<file path="src/rtl/vend_pkg.sv">
// Shared types and constants for the vending-machine change dispenser.
// Holds the FSM state encoding, the coin-select enum and the coin values.
package vend_pkg;

    typedef enum logic [2:0] {
        ST_IDLE,
        ST_SELECT,
        ST_PULSE,
        ST_WAIT_ACK,
        ST_DONE,
        ST_ERR
    } state_t;

    typedef enum logic [1:0] {
        COIN_Q,
        COIN_D,
        COIN_N
    } coin_t;

    localparam int unsigned Q_VALUE = 25;
    localparam int unsigned D_VALUE = 10;
    localparam int unsigned N_VALUE = 5;

    function automatic int unsigned coin_value(input coin_t coin);
        case (coin)
            COIN_Q:  return Q_VALUE;
            COIN_D:  return D_VALUE;
            default: return N_VALUE;
        endcase
    endfunction

endpackage

</file>
<file path="src/rtl/vend_ack_timer.sv">
// Hopper-acknowledge watchdog: counts WAIT_ACK cycles and flags expiry
// on the last allowed cycle so the FSM can fault on that edge.
module vend_ack_timer #(
    parameter int TIMEOUT = 16
) (
    input  logic Clk,
    input  logic rst,
    input  logic clear,
    input  logic enable,
    output logic expire
);

    localparam int TW = $clog2(TIMEOUT);
    localparam logic [TW-1:0] LAST = TW'(TIMEOUT - 1);

    logic [TW-1:0] timer;

    // Saturates at LAST so a stalled FSM never wraps back to a non-expired count.
    always_ff @(posedge Clk or posedge rst) begin
        if (rst) begin
            timer <= '0;
        end else if (clear) begin
            timer <= '0;
        end else if (enable && !expire) begin
            timer <= timer + 1'b1;
        end
    end

    assign expire = (timer == LAST);

endmodule

</file>
<file path="src/rtl/vend_change_dispenser.sv">
// Greedy change-return sequencer driving a quarter/dime/nickel hopper one
// coin at a time with a pulse/acknowledge handshake and ack timeout.
module vend_change_dispenser
    import vend_pkg::*;
#(
    parameter int AMT_W       = 9,
    parameter int ACK_TIMEOUT = 16
) (
    input  logic             Clk,
    input  logic             rst,
    input  logic             start,
    input  logic [AMT_W-1:0] amt_in,
    input  logic             hop_ack,
    output logic             q_out,
    output logic             d_out,
    output logic             n_out,
    output logic             busy,
    output logic             done,
    output logic [2:0]       residue,
    output logic             err
);

    localparam logic [AMT_W-1:0] Q_AMT = AMT_W'(Q_VALUE);
    localparam logic [AMT_W-1:0] D_AMT = AMT_W'(D_VALUE);
    localparam logic [AMT_W-1:0] N_AMT = AMT_W'(N_VALUE);

    state_t           state;
    coin_t            coin_sel;
    logic [AMT_W-1:0] rem;
    logic             ack_expire;

    vend_ack_timer #(
        .TIMEOUT (ACK_TIMEOUT)
    ) u_ack_timer (
        .Clk    (Clk),
        .rst    (rst),
        .clear  (state == ST_PULSE),
        .enable (state == ST_WAIT_ACK),
        .expire (ack_expire)
    );

    // NOTE: outputs are assigned alongside the state transition with
    // non-blocking writes, so they are registered Moore outputs that match
    // the state they are entering; every register here has an explicit reset.
    always_ff @(posedge Clk or posedge rst) begin
        if (rst) begin
            state    <= ST_IDLE;
            coin_sel <= COIN_Q;
            rem      <= '0;
            q_out    <= 1'b0;
            d_out    <= 1'b0;
            n_out    <= 1'b0;
            busy     <= 1'b0;
            done     <= 1'b0;
            residue  <= '0;
            err      <= 1'b0;
        end else begin
            case (state)
                ST_IDLE: begin
                    done <= 1'b0;
                    if (start) begin
                        rem   <= amt_in;
                        busy  <= 1'b1;
                        state <= ST_SELECT;
                    end
                end

                ST_SELECT: begin
                    if (rem >= Q_AMT) begin
                        coin_sel <= COIN_Q;
                        q_out    <= 1'b1;
                        state    <= ST_PULSE;
                    end else if (rem >= D_AMT) begin
                        coin_sel <= COIN_D;
                        d_out    <= 1'b1;
                        state    <= ST_PULSE;
                    end else if (rem >= N_AMT) begin
                        coin_sel <= COIN_N;
                        n_out    <= 1'b1;
                        state    <= ST_PULSE;
                    end else begin
                        busy    <= 1'b0;
                        done    <= 1'b1;
                        residue <= rem[2:0];
                        state   <= ST_DONE;
                    end
                end

                ST_PULSE: begin
                    q_out <= 1'b0;
                    d_out <= 1'b0;
                    n_out <= 1'b0;
                    state <= ST_WAIT_ACK;
                end

                // An ack on the expiry cycle still counts: the coin did come out.
                ST_WAIT_ACK: begin
                    if (hop_ack) begin
                        rem   <= rem - AMT_W'(coin_value(coin_sel));
                        state <= ST_SELECT;
                    end else if (ack_expire) begin
                        busy  <= 1'b0;
                        err   <= 1'b1;
                        state <= ST_ERR;
                    end
                end

                ST_DONE: begin
                    done  <= 1'b0;
                    state <= ST_IDLE;
                end

                ST_ERR: begin
                    err <= 1'b1;
                end

                default: begin
                    busy  <= 1'b0;
                    state <= ST_IDLE;
                end
            endcase
        end
    end

endmodule

</file>
<file path="config.mk">
export PLATFORM = sky130hd
export DESIGN_NAME = vend_change_dispenser
export DESIGN_NICKNAME = d
export VERILOG_FILES = /design/src/rtl/vend_pkg.sv /design/src/rtl/vend_ack_timer.sv /design/src/rtl/vend_change_dispenser.sv
export SDC_FILE = /design/constraint.sdc
export NUM_CORES = 1
export LEC_CHECK = 0
export CORE_MARGIN = 4
export CORE_UTILIZATION = 45
export CTS_CLUSTER_DIAMETER = 30
export DETAILED_ROUTE_END_ITERATION = 8
export PLACE_DENSITY_LB_ADDON = 0.15
export SYNTH_ARGS = -nofsm -noshare
export SYNTH_HDL_FRONTEND = slang
export SYNTH_SLANG_ARGS = --single-unit
</file>
<file path="constraint.sdc">
create_clock -name Clk -period 3.2 [get_ports Clk]
set_input_delay 0.64 -clock Clk [delete_from_list [all_inputs] [get_ports Clk]]
set_output_delay 0.64 -clock Clk [all_outputs]
set_load 0.05 [all_outputs]
</file>
-- Word level (Yosys, flattened, before mapping)
Index checks and enable logic that the tools add are counted.
- add/subtract/negate cells: 2
- multipliers: 0
- div/mod/pow operators: 0
- magnitude comparators: 3
- equality and inequality tests: 18
- shifts and indexed selects: 0
- muxes and demuxes: 41
- bitwise operators: 5
- reduce and logical (&&, ||, !) cells: 22
- operators with widths (operator ; count):
    9-bit two-way mux ; 4
    2-bit != test (second input constant) ; 10
    3-bit two-way mux ; 6
    9-bit case mux with 2 select lines ; 1
    1-bit two-way mux ; 17
    3-bit case mux with 5 select lines ; 1
    3-bit AND reduction ; 4
    4-bit AND reduction ; 3
    1-bit case mux with 2 select lines ; 5
    5-bit case mux with 2 select lines ; 1
    2-bit nonzero test ; 5
    9-bit by 3-bit greater-or-equal comparator with 1-bit output (second input constant) ; 1
    9-bit by 4-bit greater-or-equal comparator with 1-bit output (second input constant) ; 1
    9-bit by 5-bit greater-or-equal comparator with 1-bit output (second input constant) ; 1
    9-bit subtractor ; 1
    4-bit two-way mux ; 2
    7-bit AND reduction ; 1
    3-bit by 2-bit equality test with 1-bit output (second input constant) ; 2
    3-bit equality test (second input constant) ; 2
    2-bit two-way mux ; 3
    1-bit inverter ; 5
    4-bit by 1-bit adder with 4-bit output (second input constant) ; 1
    4-bit equality test (second input constant) ; 1
    1-bit case mux with 4 select lines ; 1
    other kinds (11) ; 12
- bits in registers: 27
- bits in latches: 0
- memory bits (writable): 0
- memory bits (read-only): 0
- input bits: 13
- output and inout bits: 9
- logic and storage cells: 102
- memories kept: 0

-- Longest topological paths before layout
Gate-level depths: netlist (run 1).
- depth in word-level cells: 7
- mapped depth: 9
- mapped depth without buffers: 9

-- Modules after synthesis
Synthesis (run 1) repeated with hierarchy kept, for this count alone.
- cells, all modules: 175
- area, all modules: 1597.8 um^2
- by module, submodules not included (module ; times used ; cells each ; area an instance (um^2) ; seq. area each (um^2)):
    vend_change_dispenser ; 1 ; 154 ; 1365.1 ; 575.6
    vend_ack_timer ; 1 ; 21 ; 232.7 ; 100.1

-- Worst setup path before layout (run 1)
No wires, ideal clock.
- kind: register to register
- from: register coin_sel[1]
- to: register rem[6]
- library setup time: 0.121 ns
- arrival time: 1.812 ns
- required time: 3.079 ns
- setup slack: 1.267 ns
- cell stages (with the launch flop): 10
- buffers on the path: 0
- clock period less this slack: 1.933 ns
- path through: dfrtp_1 inv_1 nand2_1 ha_1 fa_1 nor2b_1 o31a_1 or3_1 a21oi_1 o22a_1
- word-level cells in the longest chain between the ends: 7
- elaborated cells between the ends (all ways): 8
- those cells by class: 1 x add/sub; 1 x eq/ne; 5 x mux; 1 x reduce/logical
- RTL lines (element ; line ; text):
    start: declaration ; vend_change_dispenser.sv:28 ; coin_t coin_sel;
    start signal: assignment ; vend_change_dispenser.sv:48 ; coin_sel <= COIN_Q;
    start signal: assignment ; vend_change_dispenser.sv:70 ; coin_sel <= COIN_Q;
    start signal: assignment ; vend_change_dispenser.sv:74 ; coin_sel <= COIN_D;
    2-bit by 1-bit equality test with 1-bit output or 2-bit zero test (tied branches) ; vend_pkg.sv:25 ; case (coin)
    5-bit case mux with 2 select lines (*) ; vend_pkg.sv:25 ;
    9-bit two-way mux (*) ; vend_change_dispenser.sv:98 ; if (hop_ack) begin
    9-bit two-way mux (*) ; vend_change_dispenser.sv:58 ; case (state)
    9-bit subtractor (*) ; vend_change_dispenser.sv:99 ; rem <= rem - AMT_W'(coin_value(coin_sel));
    9-bit two-way mux (*) ; vend_change_dispenser.sv:98 ;
    9-bit case mux with 2 select lines (*) ; vend_change_dispenser.sv:58 ;
    end signal: assignment ; vend_change_dispenser.sv:62 ; rem <= amt_in;
    end signal: assignment ; vend_change_dispenser.sv:99 ;
    end: declaration ; vend_change_dispenser.sv:29 ; logic [AMT_W-1:0] rem;
Every way passes the cells marked *; elsewhere a longest branch is shown, timed or not. The select of a mux whose other input is x is not followed.
A chain may end at the register's enable or synchronous reset.

-- Worst setup path after layout (run 1)
Same ends and word-level chain as after synthesis.

==> results of run 1 <==
[cells by family after synthesis]
| family | after synthesis | share of synthesized area, % |
|---|---|---|
| AO/OA/AOI/OAI | 49 | 20.6 |
| buffers and inverters | 16 | 4.00 |
| flip-flops | 27 | 42.4 |
| multiplexers | 4 | 3.45 |
| AND/OR/NAND/NOR | 67 | 21.4 |
| XOR/XNOR | 4 | 2.20 |
| adder cells (fa/ha/maj) | 7 | 5.97 |
[final cells by class]
| type | count | area share, % |
|---|---|---|
| clock buffer | 4 | 1.40 |
| inverter | 10 | 2.00 |
| multi-input combinational | 131 | 45.5 |
| sequential | 27 | 36.0 |
| tap | 46 | 3.07 |
| timing repair buffer | 23 | 12.0 |
[registers in the layout, summed over array words and instances (netlist names)]
signal,cells
coin_sel,2
state,3
rem,9
busy,1
q_out,1
done,1
n_out,1
err,1
d_out,1
residue,3
u_ack_timer.timer,4
[metrics by stage]
stage / setup slack [ps] / power [mW]
2_1_floorplan: 1270 / 1.46
3_3_place_gp: 1080 / 1.70
3_5_place_dp: 1030 / 1.72
4_1_cts: 1020 / 1.87
5_1_grt: 879 / 2.03
6_report: 1030 / 1.86
[layer usage]
metal / global-route usage (%) / vias up / wire length (um)
li1: - / 668 / -
met1: 20.3 / 619 / 1570
met2: 27.3 / 31 / 1590
met3: 4.83 / 4 / 166
met4: 4.81 / 0 / 31
met5: 0 / - / 0
[worst max-delay path, delay by kind of cell (launching register included)]
kind / cells / cell delay, ps
buffers and inverters: 1 / 100
AOI/OAI and AO/OA: 3 / 460
adders and majority gates: 2 / 650
and+or+nand+nor: 3 / 450
DFF: 1 / 410
[cell usage after synthesis (2+ instances only)]
cell / instances
nand3_1: 3
nor2_1: 20
a21o_1: 2
o211ai_1: 3
or2_2: 2
a2bb2oi_1: 2
dfrtp_1: 27
nor3_1: 8
a21oi_1: 13
ha_1: 6
o21ai_0: 10
xnor2_1: 2
nand2_1: 15
or3_1: 2
nor4_1: 2
o31ai_1: 2
inv_1: 10
xor2_1: 2
a211oi_1: 4
clkbuf_1: 3
buf_2: 3
mux2_4: 3
nor2b_1: 4
nand2b_1: 4
[worst max-delay path by stage]
stage          cells after the start  endpoint         from  slack [ps]
6_report                           9    rem[6]  coin_sel[1]        1030
3_3_place_gp                       5    rem[4]      hop_ack        1080
3_5_place_dp                       5    rem[4]      hop_ack        1030
4_1_cts                            1     n_out        n_out        1020
2_1_floorplan                      9    rem[6]  coin_sel[1]        1270
5_1_grt                            9    rem[6]  coin_sel[1]         880
[power by group through the flow]
| stage | Combinational [mW] | Clock, mW | Sequential (mW) |
|---|---|---|---|
| final | 1.06 | 0.148 | 0.650 |
| after global routing | 1.19 | 0.169 | 0.673 |
| after CTS | 1.07 | 0.153 | 0.648 |
| after detailed placement | 1.06 | 0 | 0.658 |
| after global placement | 1.05 | 0 | 0.649 |
| after floorplan | 0.756 | 0 | 0.699 |
==> run_summary.xml, run 1 <==
<?xml version="1.0" encoding="UTF-8"?>
<metrics>
  <group name="power">
    <metric name="cellInternalPower" unit="uW">968</metric>
    <metric name="pwr-share-clk" unit="%">7.9</metric>
    <metric name="power.share.switching" unit="%">48.0</metric>
    <metric name="pwr_density_cell" unit="nW/um2">991</metric>
    <metric name="power.static_leakage" unit="nW">0.840</metric>
    <metric name="netSwitchingPower" unit="uW">892</metric>
    <metric name="vdd_drop_max" unit="uV">500</metric>
    <metric name="share_comb_of_total_power" unit="%">57.1</metric>
    <metric name="pwr-share-seq" unit="%">34.9</metric>
  </group>
  <group name="worst_setup_path">
    <metric name="r2r_setup_slk" unit="ps">1030</metric>
    <metric name="worst_r2r_startpoint" unit="">coin_sel[1]</metric>
    <metric name="setup.worst_path.start_class" unit="">register</metric>
    <metric name="timing_worst_setup_path_type" unit="">register to register</metric>
    <metric name="critical_path.max_fanout" unit="">3</metric>
    <metric name="timing.critical_path.slowest_stage_cell" unit="">fa_1</metric>
    <metric name="max_stage_delay" unit="ps">420</metric>
    <metric name="cp.required" unit="ps">3430</metric>
    <metric name="critPathArrivalTime" unit="ps">2400</metric>
    <metric name="critical_path.endpoint_type" unit="">register</metric>
    <metric name="path_cells" unit="">inv_1 &gt; nand2_1 &gt; ha_1 &gt; fa_1 &gt; nor2b_1 &gt; o31a_1 &gt; or3_1 &gt; a21oi_1 &gt; o22a_1</metric>
    <metric name="r2r-end" unit="">rem[6]</metric>
    <metric name="worst_r2r_path_depth" unit="">9</metric>
  </group>
  <group name="drt">
    <metric name="routedWlPerCell" unit="um">13.9</metric>
    <metric name="drt_pass_1_iters" unit="">4</metric>
    <metric name="residual_antenna_violating_net_count_after_detailed_routing" unit="">0</metric>
    <metric name="number_of_remaining_drc_errors" unit="">0</metric>
    <metric name="post_drt_via_cell_ratio" unit="">5.49</metric>
    <metric name="drt_iter0_markers" unit="">53</metric>
    <metric name="wire_length_after_detailed_routing" unit="mm">3.35</metric>
    <metric name="vias" unit="">1322</metric>
  </group>
  <group name="run">
    <metric name="drv_cap" unit="">0</metric>
  </group>
  <group name="final_layout">
    <metric name="final_cell_mix" unit="">dfrtp_1, clkdlybuf4s50_1, nor2_1</metric>
    <metric name="final_util" unit="%">55.4</metric>
    <metric name="stdcell_area" unit="um2">1880</metric>
    <metric name="post_layout_nonfiller_instances" unit="">241</metric>
    <metric name="n_fill_cell" unit="">298</metric>
    <metric name="final_layout_size_suffix_gt1_share" unit="%">7.69</metric>
    <metric name="layout-area-overhead-vs-synth" unit="%">17.7</metric>
    <metric name="regArea" unit="um2">676</metric>
    <metric name="combined_area_of_the_multi_input_logic_cells" unit="um2">855</metric>
    <metric name="num-nets-final" unit="">216</metric>
    <metric name="layout.cells.most_common" unit="">dfrtp_1</metric>
    <metric name="ant_diodes" unit="">0</metric>
  </group>
  <group name="logic_synthesis">
    <metric name="net_count_synth" unit="">194</metric>
    <metric name="synth.distinct_cells" unit="">46</metric>
    <metric name="ys_seq_area_share" unit="%">42.4</metric>
    <metric name="post_synth.cell_area_avg" unit="um2">9.16</metric>
    <metric name="synth.cell_area" unit="um2">1590</metric>
    <metric name="synthesized_netlist_cell_count" unit="">174</metric>
    <metric name="synth_enable_flop_cells" unit="">0</metric>
    <metric name="post-synth-top-area-fraction" unit="%">42.4</metric>
    <metric name="ys_top_cells_by_area" unit="">dfrtp_1, ha_1, nor2_1</metric>
    <metric name="synth.ff_latch_count" unit="">27</metric>
    <metric name="yosys_warnings" unit="">0</metric>
    <metric name="synthFlopType" unit="">dfrtp_1</metric>
    <metric name="synth.largest_area_cell" unit="">dfrtp_1</metric>
    <metric name="postSynth.asyncResetShare" unit="%">100</metric>
  </group>
  <group name="status">
    <metric name="outcome" unit="">finished, final reports clean</metric>
  </group>
  <group name="clocking">
    <metric name="cts_htree_levels" unit="">1</metric>
    <metric name="cts-resized-gates" unit="">0</metric>
    <metric name="cts_max_path_buffers" unit="">2</metric>
    <metric name="cts_buffers" unit="">3</metric>
    <metric name="post_cts_hold_buffer_count" unit="">0</metric>
    <metric name="cts.repair_timing.setup_buffer_count" unit="">0</metric>
    <metric name="clkLatencyLatePin" unit="ps">320</metric>
    <metric name="cts_tree" unit="">yes</metric>
    <metric name="clk_transition_reported_paths" unit="ps">140</metric>
    <metric name="cts-root-buf" unit="">clkbuf_4</metric>
    <metric name="clock_sinks" unit="">27</metric>
  </group>
  <group name="die">
    <metric name="ioPinCount" unit="">22</metric>
    <metric name="die_area" unit="um2">4560</metric>
    <metric name="die_height" unit="um">67.5</metric>
    <metric name="initial_core_util" unit="%">47.0</metric>
    <metric name="core" unit="um2">3390</metric>
    <metric name="placementRows" unit="">21</metric>
    <metric name="die_width" unit="um">67.5</metric>
  </group>
  <group name="worst_hold_path">
    <metric name="min-delay-path-class" unit="">register to register</metric>
    <metric name="worst_hold_stages" unit="">1</metric>
    <metric name="min_from" unit="">err</metric>
    <metric name="timing.hold.worst_endpoint" unit="">err</metric>
  </group>
  <group name="sta">
    <metric name="final_slew_violations" unit="">0</metric>
    <metric name="fmax" unit="GHz">0.462</metric>
    <metric name="finalClockSkew" unit="ps">1.17</metric>
    <metric name="final.hold.worst_slack" unit="ps">491</metric>
    <metric name="grt_setup_unrepaired" unit="">false</metric>
    <metric name="setup_total_negative_slack" unit="ps">0</metric>
    <metric name="hold_viol_final" unit="">0</metric>
    <metric name="setup_viol_count_final" unit="">0</metric>
    <metric name="max-slew-margin-rel" unit="%">57.8</metric>
    <metric name="slew_at_the_pin_with_the_worst_max_slew_slack" unit="ps">630</metric>
    <metric name="layout_worst_path_cycle_share" unit="%">67.7</metric>
    <metric name="layout_min_cycle_time" unit="ps">2170</metric>
  </group>
  <group name="placed_design">
    <metric name="detailedPlacementHpwl" unit="mm">2.55</metric>
    <metric name="placed_cell_area" unit="um2">1850</metric>
    <metric name="port-buffer-count" unit="">21</metric>
    <metric name="placedCellCount" unit="">237</metric>
    <metric name="place_congestion" unit="">0.815</metric>
  </group>
  <group name="global_route">
    <metric name="grt_start_max_net_pins" unit="">28</metric>
    <metric name="grt_usage" unit="%">16.4</metric>
    <metric name="via_count_of_the_first_global_routing_pass" unit="">1285</metric>
    <metric name="grt_antenna_before_repair" unit="">0</metric>
    <metric name="grt.overflow.total" unit="">0</metric>
    <metric name="grt_pass1_wl" unit="mm">5.66</metric>
  </group>
</metrics>
Power figures use the tool's default switching activity.
==> inputs of run 2 (changes only) <==
Clock period 3.2 ns to 2.1 ns, I/O delays scaled along.
==> run 2 against run 1 <==
  * Utilization increased by 3.6 points
  * Largest power group unchanged
  * Maximum frequency increased by 5.9%
  * Clock skew about the same
  * Design area increased by 6.5%
  * Die area unchanged
  * Worst hold slack got worse by 88 ps
  * Register-to-register slack got worse by 980 ps
==> run_summary.xml, run 2 (same netlist as run 1, synthesis figures left out) <==
<?xml version="1.0" encoding="UTF-8"?>
<metrics>
  <group name="sta">
    <metric name="fmax" unit="GHz">0.489</metric>
    <metric name="final.hold.worst_slack" unit="ps">403</metric>
    <metric name="hold_viol_final" unit="">0</metric>
    <metric name="max-slew-margin-rel" unit="%">64.3</metric>
    <metric name="slew_at_the_pin_with_the_worst_max_slew_slack" unit="ps">535</metric>
    <metric name="layout_worst_path_cycle_share" unit="%">97.4</metric>
    <metric name="setup_total_negative_slack" unit="ps">0</metric>
    <metric name="setup_viol_count_final" unit="">0</metric>
    <metric name="final_slew_violations" unit="">0</metric>
    <metric name="post-route-worst-setup-slack" unit="ps">53.8</metric>
    <metric name="layout_min_cycle_time" unit="ps">2050</metric>
    <metric name="grt_setup_unrepaired" unit="">true</metric>
    <metric name="finalClockSkew" unit="ps">1.00</metric>
  </group>
  <group name="worst_setup_path">
    <metric name="worst_r2r_path_depth" unit="">9</metric>
    <metric name="critical_path.max_fanout" unit="">3</metric>
    <metric name="worst_r2r_startpoint" unit="">coin_sel[1]</metric>
    <metric name="critPathArrivalTime" unit="ps">2260</metric>
    <metric name="critical_path.endpoint_type" unit="">register</metric>
    <metric name="timing_worst_setup_path_type" unit="">register to register</metric>
    <metric name="r2r_setup_slk" unit="ps">50</metric>
    <metric name="timing.critical_path.slowest_stage_cell" unit="">dfrtp_1</metric>
    <metric name="r2r-end" unit="">rem[8]</metric>
    <metric name="setup.worst_path.start_class" unit="">register</metric>
    <metric name="path_cells" unit="">inv_2 &gt; nand2_2 &gt; ha_4 &gt; fa_2 &gt; nor2b_2 &gt; o31a_1 &gt; or3_4 &gt; nor3_2 &gt; o221ai_2</metric>
    <metric name="cp.required" unit="ps">2320</metric>
    <metric name="max_stage_delay" unit="ps">410</metric>
  </group>
  <group name="die">
    <metric name="die_width" unit="um">67.5</metric>
    <metric name="ioPinCount" unit="">22</metric>
    <metric name="die_height" unit="um">67.5</metric>
    <metric name="initial_core_util" unit="%">47.0</metric>
    <metric name="placementRows" unit="">21</metric>
    <metric name="die_area" unit="um2">4560</metric>
    <metric name="core" unit="um2">3390</metric>
  </group>
  <group name="worst_hold_path">
    <metric name="min-delay-path-class" unit="">primary input to asynchronous set/reset pin</metric>
  </group>
  <group name="final_layout">
    <metric name="num-nets-final" unit="">224</metric>
    <metric name="ant_diodes" unit="">0</metric>
    <metric name="final_cell_mix" unit="">dfrtp_1, clkdlybuf4s50_1, nor2_1</metric>
    <metric name="max_ffs_per_register" unit="">9</metric>
    <metric name="layout-area-overhead-vs-synth" unit="%">25.4</metric>
    <metric name="largest-register" unit="">rem</metric>
    <metric name="final_util" unit="%">59.0</metric>
    <metric name="layout.cells.most_common" unit="">dfrtp_1</metric>
    <metric name="final_layout_size_suffix_gt1_share" unit="%">15.8</metric>
    <metric name="top_regs" unit="">rem x9, u_ack_timer.timer x4</metric>
    <metric name="post_layout_nonfiller_instances" unit="">249</metric>
  </group>
  <group name="power">
    <metric name="power.static_leakage" unit="nW">0.887</metric>
    <metric name="vdd_drop_max" unit="uV">832</metric>
    <metric name="pwr_density_cell" unit="nW/um2">1550</metric>
  </group>
  <group name="drt">
    <metric name="drt_iter0_markers" unit="">70</metric>
    <metric name="post_drt_via_cell_ratio" unit="">5.54</metric>
    <metric name="vias" unit="">1380</metric>
    <metric name="wire_length_after_detailed_routing" unit="mm">3.62</metric>
    <metric name="residual_antenna_violating_net_count_after_detailed_routing" unit="">0</metric>
    <metric name="routedWlPerCell" unit="um">14.5</metric>
    <metric name="number_of_remaining_drc_errors" unit="">0</metric>
    <metric name="drt_pass_1_iters" unit="">5</metric>
  </group>
  <group name="global_route">
    <metric name="grt_usage" unit="%">17.4</metric>
    <metric name="grt_antenna_before_repair" unit="">0</metric>
    <metric name="grt_pass1_wl" unit="mm">6.03</metric>
    <metric name="grt.overflow.total" unit="">0</metric>
    <metric name="via_count_of_the_first_global_routing_pass" unit="">1291</metric>
    <metric name="grt_start_max_net_pins" unit="">17</metric>
  </group>
  <group name="clocking">
    <metric name="cts-root-buf" unit="">clkbuf_4</metric>
    <metric name="clkLatencyLatePin" unit="ps">330</metric>
    <metric name="cts_htree_levels" unit="">1</metric>
    <metric name="cts_max_path_buffers" unit="">2</metric>
    <metric name="cts_tree" unit="">yes</metric>
    <metric name="cts_buffers" unit="">3</metric>
    <metric name="clk_transition_reported_paths" unit="ps">140</metric>
    <metric name="post_cts_hold_buffer_count" unit="">0</metric>
    <metric name="clock_sinks" unit="">27</metric>
  </group>
  <group name="placed_design">
    <metric name="port-buffer-count" unit="">21</metric>
    <metric name="detailedPlacementHpwl" unit="mm">2.69</metric>
    <metric name="post-place-ws" unit="ps">7.63</metric>
    <metric name="place_congestion" unit="">0.821</metric>
    <metric name="placedCellCount" unit="">242</metric>
  </group>
  <group name="status">
    <metric name="outcome" unit="">finished, final reports clean</metric>
  </group>
  <group name="run">
    <metric name="drv_cap" unit="">0</metric>
  </group>
</metrics>
[run 2: worst max-delay path: cells and delay by family, from the launching register on]
family / cells / cell delay [ps]
buffers and inverters: 1 / 70
AOI/OAI and AO/OA: 2 / 440
adders and majority gates: 2 / 360
DFF: 1 / 410
and+or+nand+nor: 4 / 640
[run 2: per-stage QoR]
step,area (um2),total power [mW]
final,2000,3.09
after global routing,2000,3.36
after CTS,1940,2.95
after detailed placement,1900,2.70
after global placement,1900,2.65
after floorplan,1590,2.22
[run 2: layout make-up]
| class | instances | area [um2] |
|---|---|---|
| fillers | 277 | 1390 |
| multi-input cells | 131 | 903 |
| flip-flops and latches | 27 | 676 |
| repair buffers | 31 | 298 |
| well taps | 46 | 57.6 |
| inverters | 10 | 37.5 |
| clock buffers | 4 | 26.3 |
[run 2: per-layer routing]
metal / up-vias / share of wire (%) / GRT usage, %
li1: 689 / - / -
met2: 29 / 48 / 28.1
met3: 7 / 4.0 / 4.33
met5: - / 0 / 0
met4: 0 / 1.4 / 4.30
met1: 655 / 47 / 23.4
[run 2: how the worst max path moves through the flow]
| stage | from | slack, ps | cells past startpoint | endpoint |
|---|---|---|---|---|
| 2_1_floorplan | coin_sel[1] | 170 | 9 | rem[6] |
| 3_3_place_gp | coin_sel[0] | 80 | 7 | rem[8] |
| 3_5_place_dp | coin_sel[1] | 8 | 9 | rem[8] |
| 4_1_cts | coin_sel[1] | 20 | 10 | rem[4] |
| 5_1_grt | coin_sel[1] | -30 | 9 | rem[8] |
| 6_report | coin_sel[1] | 50 | 9 | rem[8] |
[run 2: what timing repair did]
| action | CTS | global route |
|---|---|---|
| buffers inserted | 1 | 2 |
| setup endpoints to repair | 3 | 3 |
| pin swaps | 0 | 2 |
| gates resized for setup | 1 | 10 |
| cloned | 0 | 0 |
[run 2: where the power goes]
group	leakage [nW]	switching [mW]	internal (mW)
Sequential	0.335	0.254	0.722
Combinational	0.537	1.04	0.843
Clock	0.0150	0.156	0.0747
Total	0.887	1.45	1.64
